## config.mk

```make
export PLATFORM = sky130hd
export DESIGN_NAME = hit_timestamper
export DESIGN_NICKNAME = d
export VERILOG_FILES = /design/src/rtl/hit_ts_pkg.sv /design/src/rtl/hit_ts_fifo.sv /design/src/rtl/hit_timestamper.sv
export SDC_FILE = /design/constraint.sdc
export NUM_CORES = 1
export LEC_CHECK = 0
export ABC_AREA = 1
export CAP_MARGIN = 20
export CORE_MARGIN = 5
export CORE_UTILIZATION = 50
export DETAILED_ROUTE_END_ITERATION = 10
export GPL_ROUTABILITY_DRIVEN = 0
export PLACE_DENSITY = 0.69
export SYNTH_ARGS = -nofsm -noshare
export SYNTH_HDL_FRONTEND = slang
export SYNTH_SLANG_ARGS = --single-unit
```

## constraint.sdc

```tcl
create_clock -name CLK -period 5.7 [get_ports CLK]
set_input_delay 1.14 -clock CLK [delete_from_list [all_inputs] [get_ports CLK]]
set_output_delay 1.14 -clock CLK [all_outputs]
set_load 0.02 [all_outputs]
```

## src/rtl/hit_ts_pkg.sv

```systemverilog
// Shared widths, wrap limits and timestamp layout for the hit timestamper.
// The packed struct describes the default-width timestamp word {min, sec, ms, fine}.
package hit_ts_pkg;

    localparam int SEC_W      = 6;
    localparam int MS_W       = 10;
    localparam int MIN_W_DEF  = 16;
    localparam int FINE_W_DEF = 13;

    localparam logic [SEC_W-1:0] SEC_MAX = 6'd59;
    localparam logic [MS_W-1:0]  MS_MAX  = 10'd999;

    typedef struct packed {
        logic [MIN_W_DEF-1:0]  min;
        logic [SEC_W-1:0]      sec;
        logic [MS_W-1:0]       ms;
        logic [FINE_W_DEF-1:0] fine;
    } hit_ts_t;

endpackage

```

## src/rtl/hit_ts_fifo.sv

```systemverilog
// First-word-fall-through FIFO with a registered head word and valid flag.
// A push while full is accepted only when the head is popped in the same cycle.
module hit_ts_fifo #(
    parameter int W     = 8,
    parameter int DEPTH = 4
) (
    input  logic         clk,
    input  logic         rst_n,
    input  logic         push,
    input  logic [W-1:0] din,
    input  logic         pop,
    output logic [W-1:0] dout,
    output logic         valid,
    output logic         full
);

    localparam int PTR_W = (DEPTH > 1) ? $clog2(DEPTH) : 1;
    localparam int CNT_W = $clog2(DEPTH + 1);
    localparam logic [PTR_W-1:0] PTR_LAST = PTR_W'(DEPTH - 1);
    localparam logic [PTR_W-1:0] PTR_ZERO = {PTR_W{1'b0}};
    localparam logic [CNT_W-1:0] CNT_FULL = CNT_W'(DEPTH);
    localparam logic [CNT_W-1:0] CNT_ZERO = {CNT_W{1'b0}};

    logic [W-1:0]     mem_r [DEPTH];
    logic [PTR_W-1:0] wr_ptr_r;
    logic [PTR_W-1:0] rd_ptr_r;
    logic [PTR_W-1:0] wr_ptr_n_s;
    logic [PTR_W-1:0] rd_ptr_n_s;
    logic [CNT_W-1:0] count_r;
    logic [CNT_W-1:0] count_left_s;
    logic [CNT_W-1:0] count_n_s;
    logic             pop_ok_s;
    logic             push_ok_s;
    logic [W-1:0]     dout_n_s;

    assign full = (count_r == CNT_FULL);

    // Next pointers, occupancy and head word
    always_comb begin
        pop_ok_s     = pop & valid;
        push_ok_s    = push & (~full | pop_ok_s);
        count_left_s = count_r - CNT_W'(pop_ok_s);
        count_n_s    = count_left_s + CNT_W'(push_ok_s);

        if (pop_ok_s) begin
            rd_ptr_n_s = (rd_ptr_r == PTR_LAST) ? PTR_ZERO : rd_ptr_r + PTR_W'(1'b1);
        end else begin
            rd_ptr_n_s = rd_ptr_r;
        end

        if (push_ok_s) begin
            wr_ptr_n_s = (wr_ptr_r == PTR_LAST) ? PTR_ZERO : wr_ptr_r + PTR_W'(1'b1);
        end else begin
            wr_ptr_n_s = wr_ptr_r;
        end

        // An empty FIFO keeps presenting the last word it delivered
        if (count_n_s == CNT_ZERO) begin
            dout_n_s = dout;
        end else if (count_left_s == CNT_ZERO) begin
            dout_n_s = din;
        end else begin
            dout_n_s = mem_r[rd_ptr_n_s];
        end
    end

    // Storage array, written at the tail
    always_ff @(posedge clk) begin
        if (push_ok_s) begin
            mem_r[wr_ptr_r] <= din;
        end
    end

    // Pointers, occupancy and registered head
    always_ff @(posedge clk or negedge rst_n) begin
        if (!rst_n) begin
            wr_ptr_r <= PTR_ZERO;
            rd_ptr_r <= PTR_ZERO;
            count_r  <= CNT_ZERO;
            dout     <= {W{1'b0}};
            valid    <= 1'b0;
        end else begin
            wr_ptr_r <= wr_ptr_n_s;
            rd_ptr_r <= rd_ptr_n_s;
            count_r  <= count_n_s;
            dout     <= dout_n_s;
            valid    <= (count_n_s != CNT_ZERO);
        end
    end

endmodule

```

## src/rtl/hit_timestamper.sv

```systemverilog
// Rebuilds time-of-day from the divider toggles and timestamps synchronised hit edges into a FIFO.
// Optional per-second accepted-hit rate output: define HIT_TIMESTAMPER_RATE_EN.
module hit_timestamper
    import hit_ts_pkg::*;
#(
    parameter int MIN_W      = 16,
    parameter int FINE_W     = 13,
    parameter int FIFO_DEPTH = 4,
    parameter int HOLDOFF    = 8
) (
    input  logic                                 CLK,
    input  logic                                 RST_N,
    input  logic                                 ms_tgl,
    input  logic                                 sec_tgl,
    input  logic                                 min_tgl,
    input  logic                                 hit,
    output logic [MIN_W+SEC_W+MS_W+FINE_W-1:0]   ts_data,
    output logic                                 ts_valid,
    input  logic                                 ts_ready,
    output logic [7:0]                           drop_cnt,
    output logic                                 overflow
`ifdef HIT_TIMESTAMPER_RATE_EN
    ,
    output logic [15:0]                          rate_cnt,
    output logic                                 rate_valid
`endif
);

    localparam int TS_W = MIN_W + SEC_W + MS_W + FINE_W;
    localparam int HO_W = (HOLDOFF > 0) ? $clog2(HOLDOFF + 1) : 1;
    localparam logic [FINE_W-1:0] FINE_MAX = {FINE_W{1'b1}};
    localparam logic [HO_W-1:0]   HO_LOAD  = HO_W'(HOLDOFF);
    localparam logic [HO_W-1:0]   HO_ZERO  = {HO_W{1'b0}};

    logic              init_r;
    logic              ms_prev_r;
    logic              sec_prev_r;
    logic              min_prev_r;
    logic              ms_edge_s;
    logic              sec_edge_s;
    logic              min_edge_s;

    logic [MIN_W-1:0]  min_r;
    logic [SEC_W-1:0]  sec_r;
    logic [MS_W-1:0]   ms_r;
    logic [FINE_W-1:0] fine_r;
    logic [MIN_W-1:0]  min_n_s;
    logic [SEC_W-1:0]  sec_n_s;
    logic [MS_W-1:0]   ms_n_s;
    logic [FINE_W-1:0] fine_n_s;

    logic              hit_meta_r;
    logic              hit_sync_r;
    logic              hit_last_r;
    logic [HO_W-1:0]   holdoff_r;
    logic              detect_s;
    logic              pop_s;
    logic              full_s;
    logic              push_s;
    logic              drop_s;
    logic [TS_W-1:0]   capture_s;

    assign ms_edge_s  = init_r & (ms_tgl ^ ms_prev_r);
    assign sec_edge_s = init_r & (sec_tgl ^ sec_prev_r);
    assign min_edge_s = init_r & (min_tgl ^ min_prev_r);

    // Previous toggle copies; the first cycle after reset only loads them
    always_ff @(posedge CLK or negedge RST_N) begin
        if (!RST_N) begin
            init_r     <= 1'b0;
            ms_prev_r  <= 1'b0;
            sec_prev_r <= 1'b0;
            min_prev_r <= 1'b0;
        end else begin
            init_r     <= 1'b1;
            ms_prev_r  <= ms_tgl;
            sec_prev_r <= sec_tgl;
            min_prev_r <= min_tgl;
        end
    end

    // Time-of-day next state, min edge dominating sec dominating ms
    always_comb begin
        min_n_s  = min_r;
        sec_n_s  = sec_r;
        ms_n_s   = ms_r;
        fine_n_s = fine_r;
        if (min_edge_s) begin
            min_n_s  = min_r + MIN_W'(1'b1);
            sec_n_s  = {SEC_W{1'b0}};
            ms_n_s   = {MS_W{1'b0}};
            fine_n_s = {FINE_W{1'b0}};
        end else if (sec_edge_s) begin
            sec_n_s  = (sec_r == SEC_MAX) ? {SEC_W{1'b0}} : sec_r + 6'd1;
            ms_n_s   = {MS_W{1'b0}};
            fine_n_s = {FINE_W{1'b0}};
        end else if (ms_edge_s) begin
            ms_n_s   = (ms_r == MS_MAX) ? ms_r : ms_r + 10'd1;
            fine_n_s = {FINE_W{1'b0}};
        end else begin
            fine_n_s = (fine_r == FINE_MAX) ? fine_r : fine_r + FINE_W'(1'b1);
        end
    end

    // Time-of-day registers
    always_ff @(posedge CLK or negedge RST_N) begin
        if (!RST_N) begin
            min_r  <= {MIN_W{1'b0}};
            sec_r  <= {SEC_W{1'b0}};
            ms_r   <= {MS_W{1'b0}};
            fine_r <= {FINE_W{1'b0}};
        end else begin
            min_r  <= min_n_s;
            sec_r  <= sec_n_s;
            ms_r   <= ms_n_s;
            fine_r <= fine_n_s;
        end
    end

    // Two-flop synchroniser plus a delayed copy for rising-edge detection
    always_ff @(posedge CLK or negedge RST_N) begin
        if (!RST_N) begin
            hit_meta_r <= 1'b0;
            hit_sync_r <= 1'b0;
            hit_last_r <= 1'b0;
        end else begin
            hit_meta_r <= hit;
            hit_sync_r <= hit_meta_r;
            hit_last_r <= hit_sync_r;
        end
    end

    // Capture uses the current registers, i.e. before this cycle's tick update
    assign detect_s  = hit_sync_r & ~hit_last_r & (holdoff_r == HO_ZERO);
    assign pop_s     = ts_valid & ts_ready;
    assign push_s    = detect_s & (~full_s | pop_s);
    assign drop_s    = detect_s & full_s & ~pop_s;
    assign capture_s = {min_r, sec_r, ms_r, fine_r};

    // Holdoff window after every detected edge, kept or dropped
    always_ff @(posedge CLK or negedge RST_N) begin
        if (!RST_N) begin
            holdoff_r <= HO_ZERO;
        end else if (detect_s) begin
            holdoff_r <= HO_LOAD;
        end else if (holdoff_r != HO_ZERO) begin
            holdoff_r <= holdoff_r - HO_W'(1'b1);
        end else begin
            holdoff_r <= holdoff_r;
        end
    end

    // Lost-hit statistics, cleared only by reset
    always_ff @(posedge CLK or negedge RST_N) begin
        if (!RST_N) begin
            drop_cnt <= 8'd0;
            overflow <= 1'b0;
        end else if (drop_s) begin
            drop_cnt <= (drop_cnt == 8'hFF) ? drop_cnt : drop_cnt + 8'd1;
            overflow <= 1'b1;
        end else begin
            drop_cnt <= drop_cnt;
            overflow <= overflow;
        end
    end

    hit_ts_fifo #(
        .W     (TS_W),
        .DEPTH (FIFO_DEPTH)
    ) u_fifo (
        .clk   (CLK),
        .rst_n (RST_N),
        .push  (push_s),
        .din   (capture_s),
        .pop   (pop_s),
        .dout  (ts_data),
        .valid (ts_valid),
        .full  (full_s)
    );

`ifdef HIT_TIMESTAMPER_RATE_EN
    logic [15:0] rate_run_r;

    // Per-second accepted-hit count; a hit on the boundary belongs to the new second
    always_ff @(posedge CLK or negedge RST_N) begin
        if (!RST_N) begin
            rate_run_r <= 16'd0;
            rate_cnt   <= 16'd0;
            rate_valid <= 1'b0;
        end else if (sec_edge_s | min_edge_s) begin
            rate_cnt   <= rate_run_r;
            rate_valid <= 1'b1;
            rate_run_r <= push_s ? 16'd1 : 16'd0;
        end else begin
            rate_cnt   <= rate_cnt;
            rate_valid <= 1'b0;
            if (push_s && (rate_run_r != 16'hFFFF)) begin
                rate_run_r <= rate_run_r + 16'd1;
            end else begin
                rate_run_r <= rate_run_r;
            end
        end
    end
`endif

endmodule
```

Word level (Yosys, flattened, before mapping)
Memories as Yosys holds them, arrays and structs flattened.
Index checks and enable logic that the tools add are counted.
Word-level totals
  bits of input ports: 7
  logic and storage cells: 88
  bits in writable memories: 180
  output and inout port bits: 55
  flip-flop bits (word level): 118
  memories kept: 1
Memory list
  u_fifo.mem_r: words 4, bits a word 45, read ports 1, clocked after Yosys merged registers in 0, write ports 1, RTL line hit_ts_fifo.sv:24  | logic [W-1:0] mem_r [DEPTH];
Cells by class
  add/sub/neg operators: 10
  reductions and logical operators: 10
  bitwise gates (word level): 20
  mux-type cells: 19
  equality and inequality tests: 9
Operator list (count)
  $mux 13: 4
  $mux 45: 1
  $mux 10: 4
  $mux 6: 3
  $add 16x1->16 const B: 1
  $add 13x1->13 const B: 1
  $eq 13x13->1 const B: 1
  $and 1x1->1: 11
  $add 10x1->10 const B: 1
  $eq 10x10->1 const B: 1
  $add 8x1->8 const B: 1
  $eq 8x8->1 const B: 1
  $mux 4: 2
  $add 6x1->6 const B: 1
  $eq 6x6->1 const B: 1
  $logic_not 3->1: 2
  $mux 2: 3
  $reduce_bool 3->1: 2
  $add 2x1->2 const B: 2
  $eq 2x2->1 const B: 2
  $logic_not 4->1: 1
  $ne 4x4->1 const B: 1
  $not 1->1: 4
  $reduce_and 2->1: 2
  10 further kinds: 15

Logic depth before layout (Yosys ltp)
Gate-level depths: netlist of the first run.
  depth after elaboration: 7
  mapped depth: 15
  depth with buffers taken out: 14

Cells and area by module
From an unflattened synthesis of the first run, not the netlist that was laid out.
Unflattened totals
  cell total of the unflattened synthesis: 1507
  area, all modules: 14046.0 sq um
By module, submodules not included
  hit_ts_fifo: times used 1, cells each 1071, area an instance 10553.9 sq um, sequential area each 6731.5 sq um
  hit_timestamper: times used 1, cells each 436, area an instance 3492.1 sq um, sequential area each 1626.6 sq um

Worst setup path after synthesis of the first run
OpenSTA, ideal clock, no wires.
  path kind: input -> register
  start point: input port ts_ready
  end point: memory u_fifo.mem_r[0][0] in the netlist's numbering, enable pin
  library setup time: 0.448 ns
  data required time: 5.252 ns
  data arrival time: 3.379 ns
  slack: 1.874 ns
  cell stages on the path: 4
  buffers on the path: 0
  cells stage by stage: nand2_2 > nand4_1 > nand2_1 > nor2_1
On the way
  cells in the longest elaborated chain, start to end: 6
  elaborated cells on any way between the ends: 8
  classes of those cells: 2 x mux; 6 x bitwise
Ends and longest elaborated chain
  start: declaration: RTL line hit_timestamper.sv:19  | input logic ts_ready,
  $and 1x1->1 *: RTL line hit_timestamper.sv:135  | assign pop_s = ts_valid & ts_ready;
  $or 1x1->1 or $and 1x1->1 (tied branches): RTL line hit_timestamper.sv:136, hit_ts_fifo.sv:40
  $and 1x1->1 or $or 1x1->1 (tied branches): RTL line hit_timestamper.sv:136, hit_ts_fifo.sv:41
  $and 1x1->1 *: RTL line hit_ts_fifo.sv:41  | push_ok_s = push & (~full | pop_ok_s);
  $mux 1 *: RTL line hit_ts_fifo.sv:69  | if (push_ok_s) begin
  $mux 1 (not written as such) *: RTL line hit_ts_fifo.sv:70  | mem_r[wr_ptr_r] <= din;
  end: declaration: RTL line hit_ts_fifo.sv:24
Every way passes the cells marked *; elsewhere a longest branch is shown, timed or not.

Worst setup path after layout of the first run
  start point: input port ts_ready
  end point: register u_fifo.dout[9]
On the way
  cells in the longest elaborated chain, start to end: 6
  elaborated cells on any way between the ends: 13
  classes of those cells: 2 x add/sub; 2 x mux; 6 x bitwise; 2 x reduce/logical; 1 x memory
Ends and longest elaborated chain
  $and 1x1->1 *: RTL line hit_timestamper.sv:135
  $or 1x1->1 or $and 1x1->1 (tied branches): RTL line hit_timestamper.sv:136, hit_ts_fifo.sv:40
  $and 1x1->1 or $or 1x1->1 (tied branches): RTL line hit_timestamper.sv:136, hit_ts_fifo.sv:41
  $and 1x1->1 *: RTL line hit_ts_fifo.sv:41
  net u_fifo.push_ok_s: RTL line hit_ts_fifo.sv:33  | logic push_ok_s;
  $add 3x1->3 *: RTL line hit_ts_fifo.sv:43  | count_n_s = count_left_s + CNT_W'(push_ok_s);
  net u_fifo.count_n_s[1]: RTL line hit_ts_fifo.sv:31  | logic [CNT_W-1:0] count_n_s;
  $logic_not 3->1 *: RTL line hit_ts_fifo.sv:58  | if (count_n_s == CNT_ZERO) begin
  end signal: assignment: RTL line hit_ts_fifo.sv:80  | dout <= {W{1'b0}};
  end signal: assignment: RTL line hit_ts_fifo.sv:86  | dout <= dout_n_s;
  end: declaration: RTL line hit_ts_fifo.sv:12  | output logic [W-1:0] dout,
The timed path passes the listed nets; every way through them passes the cells marked *.
A chain may end at the register's enable or synchronous reset.

==> implementation parameters, run 1 <==
Parameter                              Value

Outcome
  Run status    completed

Layout
  Fraction of layout instances using a drive strength above 1    under 10%
  Ant diodes    0
  Reg area    8360 µm²
  Cell Count, Final, Fillers Out    1970
  Synth-to-Final Area Change    14.3%
  Combined area of the multi-input logic cells    approximately 4200 µm²
  Core Util, Final    57.8%
  Count of nets after finishing    1590
  Fill cells    2310

Synth
  Primary flip-flop cell chosen by synthesis mapping    sky130_fd_sc_hd__edfxtp_1
  Number of synthesized register bits    just under 300
  Compound-Gate Fraction of Synth Area    3.49%
  Fraction of the mapped netlist area in adder cells    approximately 1.3%
  Proportion of synthesized flip-flops having asynchronous set or reset    between 30% and 40%
  Simple-Gate Fraction of Synth Area    23.6%
  Post-Syn Nets    1548
  Cells after Synth    1526
  Syn Area/Cell    9.18 µm²
  Mux cell area share after synthesis    0%
  Number of warnings reported in the yosys synthesis log    0
  EDFF count, synth    180
  Main combinational cell family by area after synthesis    simple AND/OR/NAND/NOR gates
  Sequential element share of the synthesized area    around three fifths
  Xor and xnor area share after synthesis    1.31%
  Synth Cell Area    about 14000 µm²
  Library cells used by synthesis    36

Timing
  Worst slew pin tran    1.01 ns
  Time the final worst path needs with I/O delays and setup    4.01 ns
  Ratio of final minimum period to clock period    70.3%
  Setup repair after global routing missed its margin    no
  Highest attainable clock frequency    250 MHz
  Clock tree skew after final layout    0.0137 ns
  Total negative setup slack    0 ns
  Normalized max-slew margin    between 30% and 40%
  Slew Limit Fails    0
  Minimum hold slack    0.346 ns
  Final count of negative-setup-slack endpoints    0
  Final number of hold-violating endpoints    0

Critical path
  R2R setup slack    2.20 ns
  Required time reported for the critical path endpoint    6.14 ns
  Combined buffer and inverter count along the critical path    4
  Reg-to-Reg End    u_fifo.dout[9]
  Worst Setup Path Type    input pin to register
  Most frequent cell on the critical path    sky130_fd_sc_hd__nand2_1
  Max stage delay on crit path    0.56 ns
  Top cell family by delay on the critical path    simple AND/OR/NAND/NOR gates
  Chain of cells forming the critical path    clkdlybuf4s50_1 -> nand2_2 -> nand4_1 -> nand2_1 -> inv_1 -> ha_1 -> ha_1 -> nor2_4 -> nand3_2 -> buf_4 -> o21ai_0 -> inv_1 -> nand2_1 -> nand2_1
  Library cell contributing the largest single delay on the critical path    sky130_fd_sc_hd__nand3_2
  Category of the worst setup path launch point    input pin
  Maximum fanout count along the critical path    28
  Startpoint of the most critical register-to-register path    holdoff_r[0]
  Number of cells on the worst reg-to-reg path    15
  Crit path depth    14
  Critical Path Sink Type    register
  Worst EP arrival    4.45 ns

Die
  Height of the chip    177 µm
  Total Die Area    about 31000 µm²
  Std-Cell Core Area    27700 µm²
  Number of standard-cell rows in the floorplan    61
  Io pins    62
  Starting density of the core    50.6%
  Die width    177 µm

Route
  Wire length on met3    ~2400 µm
  DR WL/cell    16.4 µm
  Met1 WL    13900 µm
  Antenna Violating Nets Remaining    0
  Highest routed metal layer    met4
  Iteration-0 DRC Markers    944
  Via count    approximately 10k
  Via density per instance    between 5 and 6
  Met2 WL    15400 µm
  Detailed-router iteration count before antenna repair    5
  DRC violation count after routing    0
  Final wirelength    32400 µm

Global route
  Initial antenna violation count    0
  GRT overflow    0
  Wire length of the first global-routing pass    52600 µm
  Pin count of the biggest net entering global routing    55
  Overall fraction of global-route tracks in use    20.8%
  Number of global-route vias before repair    10.1k

Power
  Worst-case vdd ir drop    0.000341 V
  Overall power of the completed layout    8500 µW
  Pwr dens    531 nW/µm²
  Leak    0.00732 µW

Clocking
  Number of hold buffers added after cts    0
  CTS Buf Count    31
  TritonCTS clock tree    done
  Gates resized, CTS repair    0
  Setup Buffers After CTS    0
  CTS clock-pin slew for the worst setup and hold paths    0.06 ns
  CTS root buffer    sky130_fd_sc_hd__clkbuf_16
  Maximum level of the CTS H-tree    1
  Number of buffers on the longest clock path    3
  Worst-skew pair later-pin latency    0.56 ns
  Clock sink count    298

Place
  Buffers added on ports    61
  HPWL reported at the end of detailed placement    17900 µm
  Placed cell count    1912

Min path
  Hold Path Stages    0
  Hold/Removal Path Class    register to register
  Worst Hold End    hit_sync_r
  Worst Hold Launch    hit_meta_r

Flow run
  Max-Cap Viols    0
final cells by class:
cell class | count | share of cell area (%)
Sequential cell | 298 | 52.2
Clock inverter | 19 | 1.74
Timing Repair Buffer | 76 | 4.58
Tap cell | 378 | 2.95
Multi-Input combinational cell | 857 | 26.3
Inverter | 304 | 7.14
Clock buffer | 38 | 5.13
Yosys cell counts, types with 3 or more instances:
master | n | area (µm²)
sky130_fd_sc_hd__dfrtp_1 | 118 | 2950
sky130_fd_sc_hd__clkbuf_1 | 13 | 48.8
sky130_fd_sc_hd__nand2_1 | 281 | 1050
sky130_fd_sc_hd__nand2_4 | 3 | 33.8
sky130_fd_sc_hd__nand4_1 | 15 | 93.8
sky130_fd_sc_hd__xor2_1 | 14 | 123
sky130_fd_sc_hd__edfxtp_1 | 180 | 5410
sky130_fd_sc_hd__buf_2 | 39 | 195
sky130_fd_sc_hd__nand2_2 | 3 | 18.8
sky130_fd_sc_hd__ha_1 | 15 | 188
sky130_fd_sc_hd__buf_1 | 4 | 15.0
sky130_fd_sc_hd__a21oi_1 | 10 | 50.1
sky130_fd_sc_hd__inv_2 | 4 | 15.0
sky130_fd_sc_hd__nor2_2 | 5 | 31.3
sky130_fd_sc_hd__o21ai_0 | 62 | 310
sky130_fd_sc_hd__nor2_1 | 54 | 203
sky130_fd_sc_hd__nand3_2 | 3 | 30.0
sky130_fd_sc_hd__xnor2_1 | 7 | 61.3
sky130_fd_sc_hd__buf_4 | 8 | 60.1
sky130_fd_sc_hd__inv_1 | 299 | 1120
sky130_fd_sc_hd__nor3_1 | 8 | 40.0
sky130_fd_sc_hd__o21ai_1 | 12 | 60.1
sky130_fd_sc_hd__nand3_1 | 349 | 1750
sky130_fd_sc_hd__or2_2 | 3 | 18.8
through the flow:
step | area, µm² | setup WS, ns
after floorplan | 14000 | 1.87
after global placement | 14900 | 1.23
after detailed placement | 14900 | 1.12
after CTS | 16000 | 1.70
after global routing | 16000 | 1.49
final | 16000 | 1.69
flip-flops by register name, summed over array words and instances, names as in the netlist, 3 cells and up:
register        flops
drop_cnt            8
sec_r               6
ms_r               10
u_fifo.dout        45
u_fifo.count_r      3
holdoff_r           4
fine_r             13
u_fifo.mem_r      180
min_r              16
how the worst max path moves through the flow:
stage,from,endpoint,slack [ns]
2_1_floorplan,ts_ready,u_fifo.mem_r[0][0],1.87
5_1_grt,ts_ready,u_fifo.dout[5],1.49
4_1_cts,ts_ready,u_fifo.dout[9],1.70
3_5_place_dp,ts_ready,u_fifo.dout[23],1.12
6_report,ts_ready,u_fifo.dout[9],1.69
3_3_place_gp,ts_ready,u_fifo.dout[21],1.23
kinds of logic after synthesis:
group           after synthesis
compound gates               92
xor+xnor                     21
fa+ha+maj                    15
buf+inv                     371
flops                       298
other cells                   1
simple gates                728
placed cells by master (no fill, tap or decap), types with 2 or more instances in the layout:
cell                              Yosys  final
sky130_fd_sc_hd__xnor2_1              7      7
sky130_fd_sc_hd__nand2_2              3      3
sky130_fd_sc_hd__nor3_1               8      8
sky130_fd_sc_hd__xor2_1              14     14
sky130_fd_sc_hd__nand3b_1             2      2
sky130_fd_sc_hd__nor2_4               2      7
sky130_fd_sc_hd__dfrtp_1            118    118
sky130_fd_sc_hd__bufinv_16            0      7
sky130_fd_sc_hd__clkinv_1             0      4
sky130_fd_sc_hd__nand3_2              3      3
sky130_fd_sc_hd__o21ai_1             12     12
sky130_fd_sc_hd__nand3_1            349    349
sky130_fd_sc_hd__o21ai_0             62     62
sky130_fd_sc_hd__buf_4                8     15
sky130_fd_sc_hd__inv_2                4      4
sky130_fd_sc_hd__nand4_1             15     15
sky130_fd_sc_hd__nand2_1            281    281
sky130_fd_sc_hd__clkdlybuf4s50_1      0     60
sky130_fd_sc_hd__or2_2                3      3
sky130_fd_sc_hd__clkinv_2             0      3
sky130_fd_sc_hd__a21oi_1             10     10
sky130_fd_sc_hd__o21a_1               2      2
sky130_fd_sc_hd__o21bai_1             2      2
sky130_fd_sc_hd__ha_1                15     15
sky130_fd_sc_hd__clkbuf_16            0     31
sky130_fd_sc_hd__clkinvlp_4           0      4
sky130_fd_sc_hd__clkbuf_8             0      2
sky130_fd_sc_hd__nor2_2               5      4
sky130_fd_sc_hd__nor2_1              54     50
sky130_fd_sc_hd__nand2_4              3      3
sky130_fd_sc_hd__edfxtp_1           180    180
sky130_fd_sc_hd__clkbuf_1            13      5
sky130_fd_sc_hd__inv_1              299    299
routing by layer:
layer	track usage (%)	vias to the layer above
li1	-	5024
met1	28.5	4910
met2	35.1	329
met3	3.39	52
met4	5.03	0
met5	0	-
power by group:
part           internal (µW)  switching, µW
sequential              2670            246
clock                   1340            845
combinational           1110           2290
total                   5110           3380
(Power assumes the default switching activity.)
==> run 2: changes to the inputs <==
==> constraint.sdc (replaced) <==
create_clock -name CLK -period 3.71 [get_ports CLK]
set_input_delay 0.742 -clock CLK [delete_from_list [all_inputs] [get_ports CLK]]
set_output_delay 0.742 -clock CLK [all_outputs]
set_load 0.02 [all_outputs]
==> run 2 against run 1 <==
Compared with the run above:
- routed wire length rose by 1.1%
- non-clock buffer count is 6 higher
- highest routed layer unchanged
- largest cell class unchanged
- sequential power is 54% higher
- register-to-register slack got worse by 1.3 ns
- sequential cell count unchanged
- global-route usage up 0.12 points
- critical endpoint is now u_fifo.dout[2]
- critical path type unchanged
==> implementation parameters, run 2 (synthesis results as in run 1) <==
Parameter                              Value

Outcome
  Run status    completed

Clocking
  Clock sink count    298 (unchanged)
  Setup Buffers After CTS    0 (unchanged)
  CTS Buf Count    31 (unchanged)
  Maximum level of the CTS H-tree    1 (unchanged)
  Number of hold buffers added after cts    0 (unchanged)
  CTS clock-pin slew for the worst setup and hold paths    0.06 ns (about the same)
  TritonCTS clock tree    done
  CTS root buffer    sky130_fd_sc_hd__clkbuf_16
  Gates resized, CTS repair    0 (unchanged)
  Worst-skew pair later-pin latency    0.56 ns (about the same)
  Number of buffers on the longest clock path    3 (unchanged)

Route
  Via count    10.4k (+1.2%)
  Iteration-0 DRC Markers    877 (-7.1%)
  Via density per instance    5.28 (+0.83%)
  DRC violation count after routing    0 (unchanged)
  Detailed-router iteration count before antenna repair    5 (unchanged)
  DR WL/cell    16.5 µm (+0.72%)
  Antenna Violating Nets Remaining    0 (unchanged)
  Final wirelength    32700 µm (+1.1%)

Timing
  Final number of hold-violating endpoints    0 (unchanged)
  Total negative setup slack    0 ns (unchanged)
  Worst slew pin tran    0.976 ns (-0.0359 ns)
  Ratio of final minimum period to clock period    80.0%
  Normalized max-slew margin    34.8% (+2.4 points)
  Clock tree skew after final layout    0.0169 ns (+0.00323 ns)
  Minimum hold slack    0.246 ns (-0.100 ns)
  Time the final worst path needs with I/O delays and setup    2.97 ns
  Final count of negative-setup-slack endpoints    0 (unchanged)
  Slew Limit Fails    0 (unchanged)
  Setup repair after global routing missed its margin    no
  Highest attainable clock frequency    between 300 and 400 MHz

Layout
  Top register by number of flip-flops    u_fifo.mem_r
  Leading cell types in the layout, fill and taps excluded    349 x sky130_fd_sc_hd__nand3_1, 299 x sky130_fd_sc_hd__inv_1, 281 x sky130_fd_sc_hd__nand2_1, 180 x sky130_fd_sc_hd__edfxtp_1, 118 x sky130_fd_sc_hd__dfrtp_1
  Ant diodes    0 (unchanged)
  Leading cell type in the layout, fill and taps excluded    sky130_fd_sc_hd__nand3_1
  Fill cells    2388 (+3.4%)
  Fraction of layout instances using a drive strength above 1    6.13% (+0.22 points)
  Cell Count, Final, Fillers Out    1977 (+0.36%)
  Synth-to-Final Area Change    14.6%
  Count of nets after finishing    1596 (+0.38%)
  Number of flip-flops under the largest register name    180 (unchanged)
  Largest registers in the final layout    u_fifo.mem_r (180), u_fifo.dout (45), min_r (16)

Die
  Starting density of the core    50.6% (unchanged)
  Total Die Area    31500 µm² (unchanged)
  Io pins    62 (unchanged)
  Std-Cell Core Area    27700 µm² (unchanged)
  Die width    177 µm (unchanged)
  Number of standard-cell rows in the floorplan    61 (unchanged)
  Height of the chip    177 µm (unchanged)

Global route
  Initial antenna violation count    0 (unchanged)
  Number of global-route vias before repair    10.3k (+2.1%)
  Pin count of the biggest net entering global routing    91 (+65%)
  GRT overflow    0 (unchanged)
  Wire length of the first global-routing pass    53300 µm (+1.3%)
  Overall fraction of global-route tracks in use    20.9% (+0.12 points)

Critical path
  Maximum fanout count along the critical path    45 (+61%)
  Category of the worst setup path launch point    input pin
  Startpoint of the most critical register-to-register path    holdoff_r[0]
  Required time reported for the critical path endpoint    4.19 ns (-1.95 ns)
  Reg-to-Reg End    u_fifo.dout[2]
  R2R setup slack    0.86 ns (-1.34 ns)
  Critical Path Sink Type    register
  Number of cells on the worst reg-to-reg path    13 (-2)
  Worst Setup Path Type    input pin to register
  Worst EP arrival    3.45 ns (-1.00 ns)

Power
  Pwr dens    799 nW/µm² (+51%)
  Leak    0.00735 µW (+0.35%)
  Overall power of the completed layout    12800 µW (+51%)
  Worst-case vdd ir drop    0.000446 V (+31%)

Place
  Buffers added on ports    61 (unchanged)
  Placed cell count    1919 (+0.37%)
  HPWL reported at the end of detailed placement    18200 µm (+1.5%)

Flow run
  Max-Cap Viols    0 (unchanged)

Min path
  Hold/Removal Path Class    input pin to asynchronous set/reset pin
run 2: cell count changes in the layout (fill, tap and decap cells not counted):
cell                         before  now
sky130_fd_sc_hd__clkinv_2         3    6
sky130_fd_sc_hd__buf_4           15   13
sky130_fd_sc_hd__clkinv_8         0    1
sky130_fd_sc_hd__clkinv_1         4    8
sky130_fd_sc_hd__clkbuf_1         5    4
sky130_fd_sc_hd__bufinv_16        7    3
sky130_fd_sc_hd__buf_12           1    9
sky130_fd_sc_hd__clkinvlp_4       4    2
sky130_fd_sc_hd__inv_6            0    1
sky130_fd_sc_hd__clkbuf_8         2    1
run 2: worst max-delay path by stage:
stage / cells past startpoint / to / slack, ns / start
2_1_floorplan: 4 / u_fifo.mem_r[0][0] / 0.28 / ts_ready
3_3_place_gp: 12 / u_fifo.dout[2] / 0.25 / ts_ready
3_5_place_dp: 12 / u_fifo.dout[2] / 0.19 / ts_ready
4_1_cts: 12 / u_fifo.dout[2] / 0.76 / ts_ready
5_1_grt: 13 / u_fifo.dout[2] / 0.55 / holdoff_r[0]
6_report: 12 / u_fifo.dout[2] / 0.74 / ts_ready
run 2: worst max-delay path, stage by stage:
cell and delay (ns):
sky130_fd_sc_hd__clkdlybuf4s50_1 0.44, sky130_fd_sc_hd__nand2_2 0.18, sky130_fd_sc_hd__inv_2 0.09, sky130_fd_sc_hd__ha_1 0.19, sky130_fd_sc_hd__ha_1 0.30, sky130_fd_sc_hd__inv_1 0.07, sky130_fd_sc_hd__ha_1 0.16, sky130_fd_sc_hd__nand3b_1 0.15
sky130_fd_sc_hd__nand2_1 0.09, sky130_fd_sc_hd__inv_2 0.71, sky130_fd_sc_hd__nand3_1 0.20, sky130_fd_sc_hd__nand2_1 0.13
run 2: layout make-up:
cell class,count,area (µm²),area share (%)
Multi-Input combinational cell,857,4210,26.2
Inverter,304,1140,7.12
Tap cell,378,473,2.94
Clock inverter,22,199,1.24
Sequential cell,298,8360,52.0
Timing Repair Buffer,82,878,5.47
Clock buffer,36,805,5.01
run 2: power by group:
group          switching, µW  leakage, µW  internal [µW]
combinational           3520      0.00380           1780
clock                   1300     0.000488           1760
sequential               377      0.00306           4100
total                   5190      0.00735           7640
run 2: per-layer routing:
layer  vias to the layer above  wire length, µm  GRT usage (%)  share of wire, %
met5                         -                0              0                 0
met4                         0              608           5.16               1.9
met3                        49             2110           2.79               6.4
met2                       334            15700           35.5                48
met1                      5006            14300           28.9                44
li1                       5049                -              -                 -
run 2: per-stage QoR:
step | cell area, µm² | util [%] | worst slack, ns
2_1_floorplan | 14000 | - | 0.282
3_3_place_gp | 15100 | 54.4 | 0.253
3_5_place_dp | 15100 | 54.4 | 0.188
4_1_cts | 16100 | 58.0 | 0.756
5_1_grt | 16100 | 58.0 | 0.547
6_report | 16100 | 58.0 | 0.741
==> run 3: changes to the inputs <==
--- a/config.mk
+++ b/config.mk
@@ -11,7 +11,7 @@
 export CORE_UTILIZATION = 50
 export DETAILED_ROUTE_END_ITERATION = 10
 export GPL_ROUTABILITY_DRIVEN = 0
-export PLACE_DENSITY = 0.69
+export PLACE_DENSITY = 0.71
 export SYNTH_ARGS = -nofsm -noshare
 export SYNTH_HDL_FRONTEND = slang
 export SYNTH_SLANG_ARGS = --single-unit
==> constraint.sdc (replaced) <==
create_clock -name CLK -period 2.7 [get_ports CLK]
set_input_delay 0.54 -clock CLK [delete_from_list [all_inputs] [get_ports CLK]]
set_output_delay 0.54 -clock CLK [all_outputs]
set_load 0.02 [all_outputs]
==> run 3 against run 2 <==
Compared with the run above:
- clock skew down 0.0062 ns
- global-route usage about the same
- first-iteration DRC count down 2.7%
- count of clock-buffer cells in the layout down 3
- die area unchanged
- setup slack worse by 0.49 ns
- highest routed layer unchanged
- sequential share of layout area down 1.4 points
- utilization up 1.5 points
- combinational power up 47%
- hold slack better by 0.10 ns
==> implementation parameters, run 3 (synthesis results as in run 1) <==
Parameter                              Value

Critical path
  Top cell family by delay on the critical path    simple AND/OR/NAND/NOR gates
  Combined buffer and inverter count along the critical path    4 (unchanged)
  Chain of cells forming the critical path    inv_1 -> ha_1 -> nand3_1 -> nor2_1 -> nand2_1 -> inv_1 -> ha_1 -> ha_1 -> nor2_4 -> buf_4 -> buf_4 -> nand3_1 -> nand2_1
  Required time reported for the critical path endpoint    3.19 ns (-1.00 ns)
  Category of the worst setup path launch point    register
  Worst EP arrival    2.94 ns (-0.51 ns)
  Worst Setup Path Type    register to register
  Max stage delay on crit path    0.40 ns (-0.31 ns)
  R2R setup slack    0.25 ns (-0.61 ns)
  Critical Path Sink Type    register
  Most frequent cell on the critical path    sky130_fd_sc_hd__ha_1
  Library cell contributing the largest single delay on the critical path    sky130_fd_sc_hd__dfrtp_1
  Maximum fanout count along the critical path    25 (-44%)

Layout
  Ant diodes    0 (unchanged)
  Core Util, Final    59.5% (+1.5 points)
  Post-route standard cell area excluding fillers    16500 µm² (+2.7%)
  Fraction of layout instances using a drive strength above 1    7.65% (+1.5 points)
  Leading cell types in the layout, fill and taps excluded    349 x sky130_fd_sc_hd__nand3_1, 299 x sky130_fd_sc_hd__inv_1, 281 x sky130_fd_sc_hd__nand2_1, 180 x sky130_fd_sc_hd__edfxtp_1, 118 x sky130_fd_sc_hd__dfrtp_1
  Synth-to-Final Area Change    17.7%
  Leading cell type in the layout, fill and taps excluded    sky130_fd_sc_hd__nand3_1
  Count of nets after finishing    1620 (+1.5%)
  Top register by number of flip-flops    u_fifo.mem_r
  Number of flip-flops under the largest register name    180 (unchanged)
  Largest registers in the final layout    u_fifo.mem_r (180), u_fifo.dout (45), min_r (16)

Die
  Die width    177 µm (unchanged)
  Total Die Area    31500 µm² (unchanged)
  Std-Cell Core Area    27700 µm² (unchanged)
  Number of standard-cell rows in the floorplan    61 (unchanged)
  Height of the chip    177 µm (unchanged)
  Starting density of the core    50.6% (unchanged)
  Io pins    62 (unchanged)

Timing
  Setup repair after global routing missed its margin    no
  Time the final worst path needs with I/O delays and setup    2.45 ns
  Worst slew pin tran    0.517 ns (-0.459 ns)
  Ratio of final minimum period to clock period    just over 90%
  Normalized max-slew margin    65.5% (+31 points)
  Clock tree skew after final layout    0.0107 ns (-0.00622 ns)
  Final count of negative-setup-slack endpoints    0 (unchanged)
  Final number of hold-violating endpoints    0 (unchanged)
  Total negative setup slack    0 ns (unchanged)
  Highest attainable clock frequency    408 MHz
  Minimum hold slack    0.349 ns (+0.103 ns)
  Slew Limit Fails    0 (unchanged)

Clocking
  CTS Buf Count    31 (unchanged)
  Clock sink count    298 (unchanged)
  Maximum level of the CTS H-tree    1 (unchanged)
  Number of buffers on the longest clock path    3 (unchanged)
  Gates resized, CTS repair    0 (unchanged)
  CTS root buffer    sky130_fd_sc_hd__clkbuf_16
  TritonCTS clock tree    done
  CTS clock-pin slew for the worst setup and hold paths    0.06 ns (about the same)
  Worst-skew pair later-pin latency    0.55 ns (about the same)

Global route
  Initial antenna violation count    0 (unchanged)
  Number of global-route vias before repair    10.4k (+1.6%)
  Overall fraction of global-route tracks in use    21.0% (+0.028 points)
  Pin count of the biggest net entering global routing    46 (-49%)
  Wire length of the first global-routing pass    53500 µm (+0.30%)
  GRT overflow    0 (unchanged)

Power
  Part of the total power dissipated in combinational logic    41.9% (+0.6 points)
  Overall power of the completed layout    18600 µW (+45%)
  Portion of total power attributed to the clock network    24.8% (+1.0 points)
  Psw    7180 µW (+38%)
  Pwr dens    1130 nW/µm² (+41%)
  Worst-case vdd ir drop    0.000899 V (+100%)
  Leak    0.00758 µW (+3.2%)
  Cell-internal power    11400 µW (+49%)
  Switching power as a share of total power    38.7% (-1.8 points)
  Relative contribution of sequential cells to total power    33.3% (-1.6 points)

Min path
  Hold/Removal Path Class    register to register

Route
  Detailed-router iteration count before antenna repair    5 (unchanged)
  Final wirelength    32900 µm (+0.61%)
  DRC violation count after routing    0 (unchanged)
  Iteration-0 DRC Markers    853 (-2.7%)
  Highest routed metal layer    met4
  DR WL/cell    16.5 µm (-0.49%)
  Met1 WL    14200 µm (-0.59%)
  Met2 WL    15900 µm (+1.4%)
  Via density per instance    5.31 (+0.66%)
  Wire length on met3    2010 µm (-4.7%)
  Via count    10.6k (+1.8%)
  Antenna Violating Nets Remaining    0 (unchanged)

Flow run
  Max-Cap Viols    0 (unchanged)

Place
  HPWL reported at the end of detailed placement    19700 µm (+8.3%)
  Buffers added on ports    61 (unchanged)
  Total placed instance area    15400 µm² (+2.1%)

Outcome
  Run status    completed
==> run 3: area by class of cell <==
| type | instances | area (µm²) |
|---|---|---|
| Inverter | 304 | 1140 |
| Clock inverter | 23 | 317 |
| Fill cell | 2290 | 11200 |
| Tap cell | 378 | 473 |
| Sequential cell | 298 | 8360 |
| Clock buffer | 33 | 783 |
| Multi-Input combinational cell | 857 | 4210 |
| Timing Repair Buffer | 106 | 1210 |
==> run 3: worst paths after layout <==
kind / startpoint / endpoint / cells past startpoint
worst max-delay path: holdoff_r[0] / u_fifo.dout[15] / 13
worst min-delay path: hit_meta_r / hit_sync_r / 0
worst max register to register: holdoff_r[0] / u_fifo.dout[15] / 13
worst min register to register: hit_meta_r / hit_sync_r / 0
max in group asynchronous: RST_N / u_fifo.dout[28] / 3
min in group asynchronous: RST_N / hit_last_r / 2
==> run 3: repair_timing <==
action	CTS	global route
setup buffers	0	0
hold endpoints to repair	30	0
hold buffers	1	0
==> run 3: stage by stage <==
step                      std cells  setup WS, ns
final                          1999         0.248
after global routing           1999        0.0286
after CTS                      1999         0.215
after detailed placement       1942        -0.137
after global placement         1942        -0.108
after floorplan                1526        -0.599
==> run 3: metal layers <==
metal | vias up | GRT usage [%]
met1 | 5130 | 28.2
met5 | - | 0
li1 | 5095 | -
met4 | 0 | 6.28
met3 | 64 | 2.64
met2 | 335 | 35.9
==> run 3: power by group through the flow <==
| stage | logic [µW] | clock network (µW) | registers [µW] |
|---|---|---|---|
| after CTS | 7830 | 4680 | 6180 |
| after global routing | 8630 | 4890 | 6260 |
| after detailed placement | 7770 | 0 | 6260 |
| after global placement | 7590 | 0 | 6240 |
| final | 7770 | 4610 | 6180 |
| after floorplan | 4430 | 0 | 6560 |
==> run 3: worst register-to-register path, cell delays in order, from the launching register on <==
cell	delay, ns
sky130_fd_sc_hd__dfrtp_1	0.40
sky130_fd_sc_hd__inv_1	0.07
sky130_fd_sc_hd__ha_1	0.18
sky130_fd_sc_hd__nand3_1	0.14
sky130_fd_sc_hd__nor2_1	0.17
sky130_fd_sc_hd__nand2_1	0.09
sky130_fd_sc_hd__inv_1	0.09
sky130_fd_sc_hd__ha_1	0.16
sky130_fd_sc_hd__ha_1	0.26
sky130_fd_sc_hd__nor2_4	0.13
sky130_fd_sc_hd__buf_4	0.13
sky130_fd_sc_hd__buf_4	0.32
sky130_fd_sc_hd__nand3_1	0.14
sky130_fd_sc_hd__nand2_1	0.09
==> RTL edit, RTL diff (config.mk and constraints of run 3) <==
Register the output `drop_cnt` once more, without a reset; this adds one clock of latency there. The other outputs are not delayed to match.
--- a/src/rtl/hit_timestamper.sv
+++ b/src/rtl/hit_timestamper.sv
@@ -34,2 +34,4 @@
 
+    logic [7:0] drop_cnt_s0;
+
     logic              init_r;
@@ -155,9 +157,9 @@
         if (!RST_N) begin
-            drop_cnt <= 8'd0;
+            drop_cnt_s0 <= 8'd0;
             overflow <= 1'b0;
         end else if (drop_s) begin
-            drop_cnt <= (drop_cnt == 8'hFF) ? drop_cnt : drop_cnt + 8'd1;
+            drop_cnt_s0 <= (drop_cnt_s0 == 8'hFF) ? drop_cnt_s0 : drop_cnt_s0 + 8'd1;
             overflow <= 1'b1;
         end else begin
-            drop_cnt <= drop_cnt;
+            drop_cnt_s0 <= drop_cnt_s0;
             overflow <= overflow;
@@ -205,2 +207,6 @@
 
+    always_ff @(posedge CLK) begin
+        drop_cnt <= drop_cnt_s0;
+    end
+
 endmodule
Check against the original RTL: no difference found for any inputs over 4 cycles, from zero or initial values and one cycle with RST_N low; that may be too few to reach the edited logic, so the function may still have changed.
==> RTL edit against run 3 <==
  * Worst setup slack improved by 100 ps
  * Largest power group unchanged
  * Synthesized area rose by 1.3%
  * Final area rose by 0.50%
  * Power fell by 1.1%
  * Sequential power rose by 2%
  * Sequential cell count rose by 8
  * Routed wire length rose by 1.8%
  * First-iteration DRC count fell by 5.5%
  * Clock skew rose by 14 ps
==> RTL edit: results (changes against run 3) <==
[logic_synthesis]
async_flop_share_pct=38.6  ; -1.0 points
ys_top_cells_by_area=edfxtp_1, dfrtp_1, nand3_1
synth.top_cells.by_count=nand3_1, inv_1, nand2_1, edfxtp_1, dfrtp_1
ys_ff_latch=306  ; +2.7%
ys_types=37  ; +2.8%
ys_seq_area_share_pct=60.0  ; +0.38 points

[worst_hold_path]
hold_class=reg -> reg

[clocking]
htree_num_levels=2  ; +1
clk_latency_ps=510  ; -40 ps

[place]
dp_hpwl_um=20100  ; +2.0%
place_area_um2=15500  ; +1.0%

[finish]
inv_count=302  ; -0.66%
fillers=2397  ; +4.7%
layout.nonclk_buf_share_pct=7.23  ; -0.11 points
n_clock_buffer=49  ; +48%
multi_input_area_share_pct=25.5  ; -0.029 points
seqCellArea_um2=8520  ; +1.9%
nNetsFinal=1639  ; +1.2%
utilization_pct=59.3  ; -0.19 points
drive_gt1_share_pct=7.31  ; -0.34 points
clk_share_pct=6.20  ; -0.46 points

[power_and_ir_drop]
max-vdd-ir-drop_v=0.000629  ; -30%
p_leak_nw=7.59  ; +0.11%

[critical_path]
cp-endpoint=u_fifo.dout[9]$_DFFE_PN0P_
slowest_delay_ps=380  ; -20 ps
ff2ff_path_depth=15  ; +2
reg2reg_slack_ps=350  ; +100 ps
path_max_fanout=46  ; +84%

[grt]
grt_max_degree=49  ; +6.5%
grt_pass1_vias=10600  ; +1.3%
track_usage_pct=21.5  ; +0.56 points

[routing]
drt-total-wl_um=33500  ; +1.8%
drt-initial-drc-count=806  ; -5.5%

[timing]
skew_ps=24.8  ; +14.1 ps

[run_status]
status=complete, no violations

[RTL edit: per-layer routing]
| layer | part of all wire [%] | global-route usage, % |
|---|---|---|
| met1 | 42 | 28.6 |
| met2 | 50 | 36.7 |
| met3 | 5.1 | 3.09 |
| met4 | 2.6 | 6.72 |
| met5 | 0 | 0 |
[RTL edit: worst min path at each step]
stage / startpoint / endpoint / slack, ps / depth (start not counted)
after floorplan: RST_N / drop_cnt_s0[0]$_DFFE_PN0P_ / 240 / 0
final: hit_meta_r$_DFF_PN0_ / hit_sync_r$_DFF_PN0_ / 370 / 0
after global placement: hit_meta_r$_DFF_PN0_ / hit_sync_r$_DFF_PN0_ / 330 / 0
after detailed placement: hit_meta_r$_DFF_PN0_ / hit_sync_r$_DFF_PN0_ / 350 / 0
after CTS: hit_meta_r$_DFF_PN0_ / hit_sync_r$_DFF_PN0_ / 380 / 0
after global routing: hit_meta_r$_DFF_PN0_ / hit_sync_r$_DFF_PN0_ / 400 / 0
[RTL edit: power by group]
| group | total, mW | internal [mW] | switching (mW) |
|---|---|---|---|
| Combinational | 7.76 | 2.86 | 4.90 |
| Sequential | 6.29 | 5.76 | 0.526 |
| Clock | 4.31 | 2.54 | 1.78 |
[RTL edit: logic make-up after synthesis]
group | after synthesis | share of synthesized area [%]
AO/OA/AOI/OAI | 89 | 3.31
XOR/XNOR | 20 | 1.23
adder cells (fa/ha/maj) | 15 | 1.32
buffers and inverters | 370 | 10.5
flip-flops | 306 | 60.0
other | 1 | 0.0264
AND/OR/NAND/NOR | 737 | 23.6
[RTL edit: stage by stage]
step	total power [mW]	setup slack [ps]	instances
final	18.4	351	2019
after global routing	19.6	102	2019
after CTS	18.5	329	2019
after detailed placement	14.1	-145	1958
after global placement	13.9	-46.0	1958
after floorplan	11.1	-599	1538
